## src/rtl/uart_tx_word_serializer.sv

```systemverilog
// rtl/uart_tx_word_serializer.sv - word FIFO plus MSB-first byte serializer feeding uart_tx.
// Optional inter-word idle gap enabled by defining UART_TX_GAP_EN.
module uart_tx_word_serializer #(
  parameter int REG_SIZE   = 32,
  parameter int FIFO_DEPTH = 8,
  parameter int GAP_CYCLE  = 20
) (
  input  logic                        clk,
  input  logic                        rst,
  input  logic [REG_SIZE-1:0]         word_data,
  input  logic                        word_valid,
  output logic                        word_ready,
  output logic [7:0]                  tx_data,
  output logic                        tx_data_valid,
  input  logic                        tx_data_ready,
  output logic [$clog2(FIFO_DEPTH):0] fifo_level,
  output logic                        busy,
  output logic                        overflow
);

  localparam int PTR_W  = $clog2(FIFO_DEPTH);
  localparam int LVL_W  = PTR_W + 1;
  localparam int NBYTES = REG_SIZE / 8;
  localparam int BC_W   = $clog2(NBYTES + 1);
  localparam logic [BC_W-1:0]  LAST_IDX = BC_W'(NBYTES - 1);
  localparam logic [LVL_W-1:0] FULL_LVL = LVL_W'(FIFO_DEPTH);

  if ((REG_SIZE < 8) || ((REG_SIZE % 8) != 0) || (FIFO_DEPTH < 2) ||
      ((FIFO_DEPTH & (FIFO_DEPTH - 1)) != 0) || (GAP_CYCLE < 1)) begin : g_param_check
    $error("uart_tx_word_serializer: illegal parameter combination");
  end

  typedef enum logic [1:0] {
    ST_IDLE = 2'd0,
    ST_SEND = 2'd1,
    ST_GAP  = 2'd2
  } state_t;

  state_t              state_q, state_d;
  logic [PTR_W-1:0]    wr_ptr_q, wr_ptr_d;
  logic [PTR_W-1:0]    rd_ptr_q, rd_ptr_d;
  logic [LVL_W-1:0]    count_q, count_d;
  logic [REG_SIZE-1:0] shift_q, shift_d;
  logic [BC_W-1:0]     byte_cnt_q, byte_cnt_d;
  logic                busy_q, busy_d;
  logic                overflow_q, overflow_d;
  logic [REG_SIZE-1:0] mem_q [FIFO_DEPTH];
  logic                push;
  logic                pop;

`ifdef UART_TX_GAP_EN
  localparam int GAP_W = $clog2(GAP_CYCLE + 1);
  localparam logic [GAP_W-1:0] GAP_LAST = GAP_W'(GAP_CYCLE - 1);
  logic [GAP_W-1:0]    gap_cnt_q, gap_cnt_d;
`endif

  assign word_ready    = (count_q != FULL_LVL);
  assign tx_data_valid = (state_q == ST_SEND);
  assign tx_data       = shift_q[REG_SIZE-1 -: 8];
  assign fifo_level    = count_q;
  assign busy          = busy_q;
  assign overflow      = overflow_q;

  always_comb begin
    state_d    = state_q;
    shift_d    = shift_q;
    byte_cnt_d = byte_cnt_q;
    overflow_d = overflow_q;
    pop        = 1'b0;
    push       = word_valid && word_ready;
`ifdef UART_TX_GAP_EN
    gap_cnt_d  = gap_cnt_q;
`endif

    // A full FIFO rejects the write even if the FSM frees a slot this cycle.
    if (word_valid && !word_ready) begin
      overflow_d = 1'b1;
    end

    case (state_q)
      ST_IDLE: begin
        if (count_q != '0) begin
          pop        = 1'b1;
          shift_d    = mem_q[rd_ptr_q];
          byte_cnt_d = LAST_IDX;
          state_d    = ST_SEND;
        end
      end
      ST_SEND: begin
        if (tx_data_ready) begin
          shift_d = shift_q << 8;
          if (byte_cnt_q == '0) begin
`ifdef UART_TX_GAP_EN
            gap_cnt_d = GAP_LAST;
            state_d   = ST_GAP;
`else
            state_d   = ST_IDLE;
`endif
          end else begin
            byte_cnt_d = byte_cnt_q - BC_W'(1);
          end
        end
      end
`ifdef UART_TX_GAP_EN
      ST_GAP: begin
        if (gap_cnt_q == '0) begin
          state_d = ST_IDLE;
        end else begin
          gap_cnt_d = gap_cnt_q - GAP_W'(1);
        end
      end
`endif
      default: state_d = ST_IDLE;
    endcase

    wr_ptr_d = push ? wr_ptr_q + PTR_W'(1) : wr_ptr_q;
    rd_ptr_d = pop  ? rd_ptr_q + PTR_W'(1) : rd_ptr_q;
    count_d  = count_q + LVL_W'(push) - LVL_W'(pop);
    busy_d   = (count_d != '0) || (state_d != ST_IDLE);
  end

  always_ff @(posedge clk) begin
    if (rst) begin
      state_q    <= ST_IDLE;
      wr_ptr_q   <= '0;
      rd_ptr_q   <= '0;
      count_q    <= '0;
      shift_q    <= '0;
      byte_cnt_q <= '0;
      busy_q     <= 1'b0;
      overflow_q <= 1'b0;
`ifdef UART_TX_GAP_EN
      gap_cnt_q  <= '0;
`endif
    end else begin
      state_q    <= state_d;
      wr_ptr_q   <= wr_ptr_d;
      rd_ptr_q   <= rd_ptr_d;
      count_q    <= count_d;
      shift_q    <= shift_d;
      byte_cnt_q <= byte_cnt_d;
      busy_q     <= busy_d;
      overflow_q <= overflow_d;
`ifdef UART_TX_GAP_EN
      gap_cnt_q  <= gap_cnt_d;
`endif
    end
  end

  // Storage needs no reset; the pointers and count define what is valid.
  always_ff @(posedge clk) begin
    if (!rst && push) begin
      mem_q[wr_ptr_q] <= word_data;
    end
  end

endmodule

```

## config.mk

```make
export PLATFORM = sky130hd
export DESIGN_NAME = uart_tx_word_serializer
export DESIGN_NICKNAME = d
export VERILOG_FILES = /design/src/rtl/uart_tx_word_serializer.sv
export SDC_FILE = /design/constraint.sdc
export NUM_CORES = 1
export LEC_CHECK = 0
export ABC_CLOCK_PERIOD_IN_PS = 5800
export CORE_ASPECT_RATIO = 1.25
export CORE_MARGIN = 2
export CORE_UTILIZATION = 29
export CTS_CLUSTER_SIZE = 20
export DETAILED_ROUTE_END_ITERATION = 8
export HOLD_SLACK_MARGIN = 0.12
export PLACE_DENSITY_LB_ADDON = 0.3
export SLEW_MARGIN = 15
export SYNTH_ARGS = -nofsm -noshare
export SYNTH_HDL_FRONTEND = slang
export SYNTH_SLANG_ARGS = --single-unit
export TNS_END_PERCENT = 5
```

## constraint.sdc

```tcl
create_clock -name clk -period 5.8 [get_ports clk]
set_input_delay 0.58 -clock clk [delete_from_list [all_inputs] [get_ports clk]]
set_output_delay 0.58 -clock clk [all_outputs]
set_load 0.01 [all_outputs]
```

After elaboration in Yosys (flattened, before gate mapping)
Memory sizes are Yosys's and may differ from the RTL's. A register that Yosys moved wholly into a read port is not among the register bits.
Cells that the tools add are included.
- memories: 1
- register bits: 49
- bits of input ports: 36
- memory bits (writable): 256
- reductions and logical operators: 14
- mux-type cells: 17
- $add $sub $neg: 5
- equality and inequality tests: 5
- memories (name ; depth ; bits a word ; rd ports ; clocked after Yosys merged registers in ; write ports ; line ; source):
    mem_q ; 8 ; 32 ; 1 ; 1 ; 1 ; 47 ; logic [REG_SIZE-1:0] mem_q [FIFO_DEPTH];
- operators with widths (kind ; count):
    $mux W32 ; 2
    $pmux W32 S2 ; 1
    $mux W3 ; 5
    $reduce_bool A4 Y1 ; 2
    $add A3 B1 Y3 const B ; 2
    $mux W2 ; 3
    $pmux W3 S2 ; 1
    $add A4 B1 Y4 ; 1
    $mux W1 ; 4
    $ne A2 B2 Y1 const B ; 2
    $ne A4 B4 Y1 const B ; 1
    $pmux W2 S2 ; 1
    $reduce_and A4 Y1 ; 1
    $reduce_bool A2 Y1 ; 2
    $sub A4 B1 Y4 ; 1
    $logic_and A1 B1 Y1 ; 3
    $logic_not A3 Y1 ; 1
    $reduce_and A3 Y1 ; 1
    $sub A3 B1 Y3 const B ; 1
    $eq A2 B1 Y1 const B ; 1
    $logic_not A1 Y1 ; 2
    $logic_not A2 Y1 ; 1
    $ne A2 B1 Y1 const B ; 1
    $logic_or A1 B1 Y1 ; 1

Depth between registers and ports, before layout
- word-level depth: 6
- gate-level depth with buffers: 12
- gate-level depth less buffers: 11

Worst setup path before layout
OpenSTA, ideal clock, no wires.
- path type: reg2reg
- start point: reg count_q[2] (netlist: fifo_level[2])
- end point: mem mem_q[0][0] (enable)
- library setup time: 0.513 ns
- cell stages (with the launch flop): 7
- required time: 5.287 ns
- arrival time: 4.609 ns
- path buffers: 1
- slack: 0.679 ns
- cell sequence: dfxtp_1 > inv_1 > ha_1 > or3b_2 > clkbuf_1 > nand2_2 > nor4b_1
- longest elaborated chain between the ends: 5
- ends and longest elaborated chain (what ; line ; source):
    from (decl) ; 42 ; logic [LVL_W-1:0] count_q, count_d;
    from (signal assigned) ; 139 ; count_q <= count_d;
    $ne A4 B4 Y1 ; 57 ; assign word_ready = (count_q != FULL_LVL);
    net word_ready ; 12 ; output logic word_ready,
    $logic_and A1 B1 Y1 ; 70 ; push = word_valid && word_ready;
    $logic_and A1 B1 Y1 ; 152 ; if (!rst && push) begin
    $mux W1 ; 152 ;
    $mux W1 (not written as such) ; 153 ; mem_q[wr_ptr_q] <= word_data;
    to (decl) ; 47 ;
The timed path passes the listed nets, and every way through them passes these cells.

Worst setup path after layout
- start point: reg count_q[2] (netlist: fifo_level[2])
- end point: out word_ready
- longest elaborated chain between the ends: 1
- ends and longest elaborated chain (what ; line):
    $ne A4 B4 Y1 ; 57
    to (decl) ; 12
No other way between the ends.

==> flow_metrics.py <==
metrics = {
    "routing": {
        "drc": 0,
        "vias": 5844,
        "dr.first_iter.drc_count": 389,
        "drt-total-wl_mm": 25.1,
        "wl_per_cell_um": 20.0,
        "firstDrtPassIters": 4,
        "ant_nets": 0,
        "vias_per_cell": 4.66,
    },
    "place": {
        "placedCellCount": 1197,
        "port_buffers": 51,
        "place.gp.congestion": 0.721,
        "hpwlAfterDp_mm": 14.4,
        "placed_area_mm2": 0.0132,
    },
    "timing": {
        "skew_ps": 21.0,
        "setup_viol": 0,
        "tightest_slew_ps": 806,
        "finalCritPeriodShare_pct": 47.5,
        "fin_tns_setup_ps": 0,
        "fmax_ghz": 0.363,
        "rsz0062_at_grt": "false",
        "slew_violations": 0,
        "hold_violations": 0,
        "relSlewSlack_pct": 46.3,
        "period_needed_ps": 2760,
    },
    "clock_network": {
        "cts_buffer_depth": 3,
        "cts_resized": 0,
        "cts_root_buf": "clkbuf_16",
        "insertion_delay_ps": 570,
        "cts.sinks": 308,
        "clkTransAtPathRegs_ps": 60,
        "cts_tree": "done",
        "htreeDepth": 1,
        "cts_setup_buffers": 0,
        "cts_made_buffers": 31,
        "hold_buffers": 0,
    },
    "floorplan": {
        "die_x_um": 187,
        "start_util_pct": 29.4,
        "fp-row-count": 83,
        "die_h_um": 232,
        "dieArea_mm2": 0.0434,
        "core_mm2": 0.0411,
        "ios": 52,
    },
    "finish": {
        "diodes": 0,
        "drive_above_1_share_pct": 22.9,
        "syn2layout_area_growth_pct": 18.2,
        "multi_input_area_mm2": 0.00310,
        "final_common_cell": "edfxtp_1",
        "fillers": 3890,
        "register_area_mm2": 0.00873,
        "final_util_pct": 34.8,
        "final_cell_mix": "edfxtp_1, mux4_2, clkdlybuf4s50_1",
        "nets": 724,
        "stdcell_area_mm2": 0.0143,
        "final_cells": 1255,
    },
    "worst_setup_path": {
        "slowest_stage": "or3b_2",
        "critPathMaxFanout": 5,
        "cp.arrival_ps": 2180,
        "max_stage_delay_ps": 520,
        "cp-start-kind": "flop",
        "cp-end-kind": "output port",
        "path_class": "reg2out",
        "crit_chain": "inv_1 -> ha_1 -> or3b_2 -> clkdlybuf4s50_1",
        "required_ps": 5220,
    },
    "power": {
        "p_int_w": 0.00436,
        "p_sw_share_pct": 25.6,
        "vdd_ir_drop_max_v": 0.000213,
        "powerDensity_mw_per_mm2": 410,
        "p_seq_share_pct": 46.6,
        "pwr-share-comb_pct": 16.9,
        "p_switching_w": 0.00151,
        "leakage_nw": 4.35,
        "p_clk_share_pct": 36.5,
    },
    "global_routing": {
        "grt_max_degree": 58,
        "grt_pass1_wl_mm": 38.5,
        "grt_pass1_vias": 6193,
        "grt_usage_pct": 11.7,
        "overflow": 0,
        "antenna_found_initial": 0,
    },
    "min_path": {
        "hold_path.class": "reg2reg",
    },
    "status": {
        "outcome": "complete, no violations",
    },
    "logic_synthesis": {
        "syn-num-nets": 673,
        "netlist_area_mm2": 0.0121,
        "synthArstFlopShare_pct": 0,
        "synth_edf_count": 256,
        "yosysWarnings": 0,
        "synth_seq_cells": 308,
        "syn_inst": 627,
        "synth_ff_type": "edfxtp_1",
        "yosysUniqueCellTypes": 44,
        "ys_seq_area_share_pct": 72.1,
        "synth_area_per_cell_um2": 19.3,
    },
    "job": {
        "drv_cap": 0,
    },
}
## cell type report
type	count	area share (%)
Clock buffer	33	5.47
Clock inverter	25	2.26
Inverter	16	0.420
Multi-Input combinational cell	255	21.7
Sequential cell	308	61.0
Tap cell	552	4.83
Timing Repair Buffer	66	4.32
## final timing paths
check	slack, ps	end	from	depth (start not counted)
setup / recovery	3040	word_ready	fifo_level[2]$_SDFF_PP0_	4
hold / removal	470	overflow$_SDFFE_PP0P_	overflow$_SDFFE_PP0P_	2
setup reg to reg	3160	busy$_SDFF_PP0_	fifo_level[2]$_SDFF_PP0_	11
hold reg to reg	470	overflow$_SDFFE_PP0P_	overflow$_SDFFE_PP0P_	2
## kinds of logic after synthesis
| kind of cell | count (synthesis) | share of synthesized area [%] |
|---|---|---|
| other cells | 1 | 0.0310 |
| fa+ha+maj | 10 | 1.10 |
| simple gates | 96 | 5.12 |
| buf+inv | 64 | 2.75 |
| flops | 308 | 72.1 |
| xor+xnor | 7 | 0.507 |
| compound gates | 44 | 3.74 |
| mux | 97 | 14.6 |
## power groups by stage
| stage | clock network [W] | logic [W] | registers, W |
|---|---|---|---|
| 6_report | 0.00214 | 0.000994 | 0.00273 |
| 5_1_grt | 0.00227 | 0.00109 | 0.00276 |
| 4_1_cts | 0.00219 | 0.00102 | 0.00275 |
| 3_5_place_dp | 0 | 0.00102 | 0.00279 |
| 3_3_place_gp | 0 | 0.00101 | 0.00279 |
| 2_1_floorplan | 0 | 0.000830 | 0.00267 |
## critical path, delay by kind of cell (launching register included)
family | cells | cell delay (ps)
buffers and inverters | 2 | 610
AND/OR/NAND/NOR | 1 | 520
flip-flops | 1 | 310
adder cells (fa/ha/maj) | 1 | 170
## cells in the mapped netlist, drive strengths merged, types with 3 or more instances
| library cell | count | area, um2 |
|---|---|---|
| ha | 9 | 113 |
| clkbuf | 16 | 60.1 |
| nand2 | 6 | 25.0 |
| nand3 | 3 | 15.0 |
| o221ai | 24 | 210 |
| inv | 16 | 60.1 |
| nor2 | 21 | 78.8 |
| edfxtp | 256 | 7690 |
| nor3 | 5 | 30.0 |
| dfxtp | 52 | 1040 |
| buf | 32 | 213 |
| a21oi | 3 | 15.0 |
| o32ai | 8 | 130 |
| mux4 | 64 | 1440 |
| xnor2 | 3 | 26.3 |
| xor2 | 4 | 35.0 |
| nor2b | 4 | 32.5 |
| mux2i | 33 | 330 |
| nand4b | 24 | 210 |
| nand2b | 25 | 159 |
## state kept, by name, summed over array words and instances, names as in the netlist, named ones only
register / count
overflow: 1
mem_q: 256
state_q: 2
fifo_level: 4
rd_ptr_q: 3
wr_ptr_q: 3
byte_cnt_q: 3
shift_q: 32
busy: 1
## metal layers
layer / global-route usage [%] / wire length, um / share of wire [%] / up-vias
met5: 0 / 0 / 0 / -
met1: 14.2 / 10200 / 41 / 3059
met2: 21.4 / 13300 / 53 / 119
met4: 3.35 / 427 / 1.7 / 0
li1: - / - / - / 2638
met3: 1.73 / 1150 / 4.6 / 28
## metrics by stage
| stage | setup slack (ps) | total power (W) | hold slack [ps] |
|---|---|---|---|
| final | 3040 | 0.00587 | 467 |
| after global routing | 2980 | 0.00613 | 503 |
| after CTS | 3010 | 0.00596 | 471 |
| after detailed placement | 3070 | 0.00381 | 455 |
| after global placement | 3100 | 0.00380 | 472 |
| after floorplan | 679 | 0.00350 | 471 |
No activity file was read; power rests on OpenSTA's default activity.
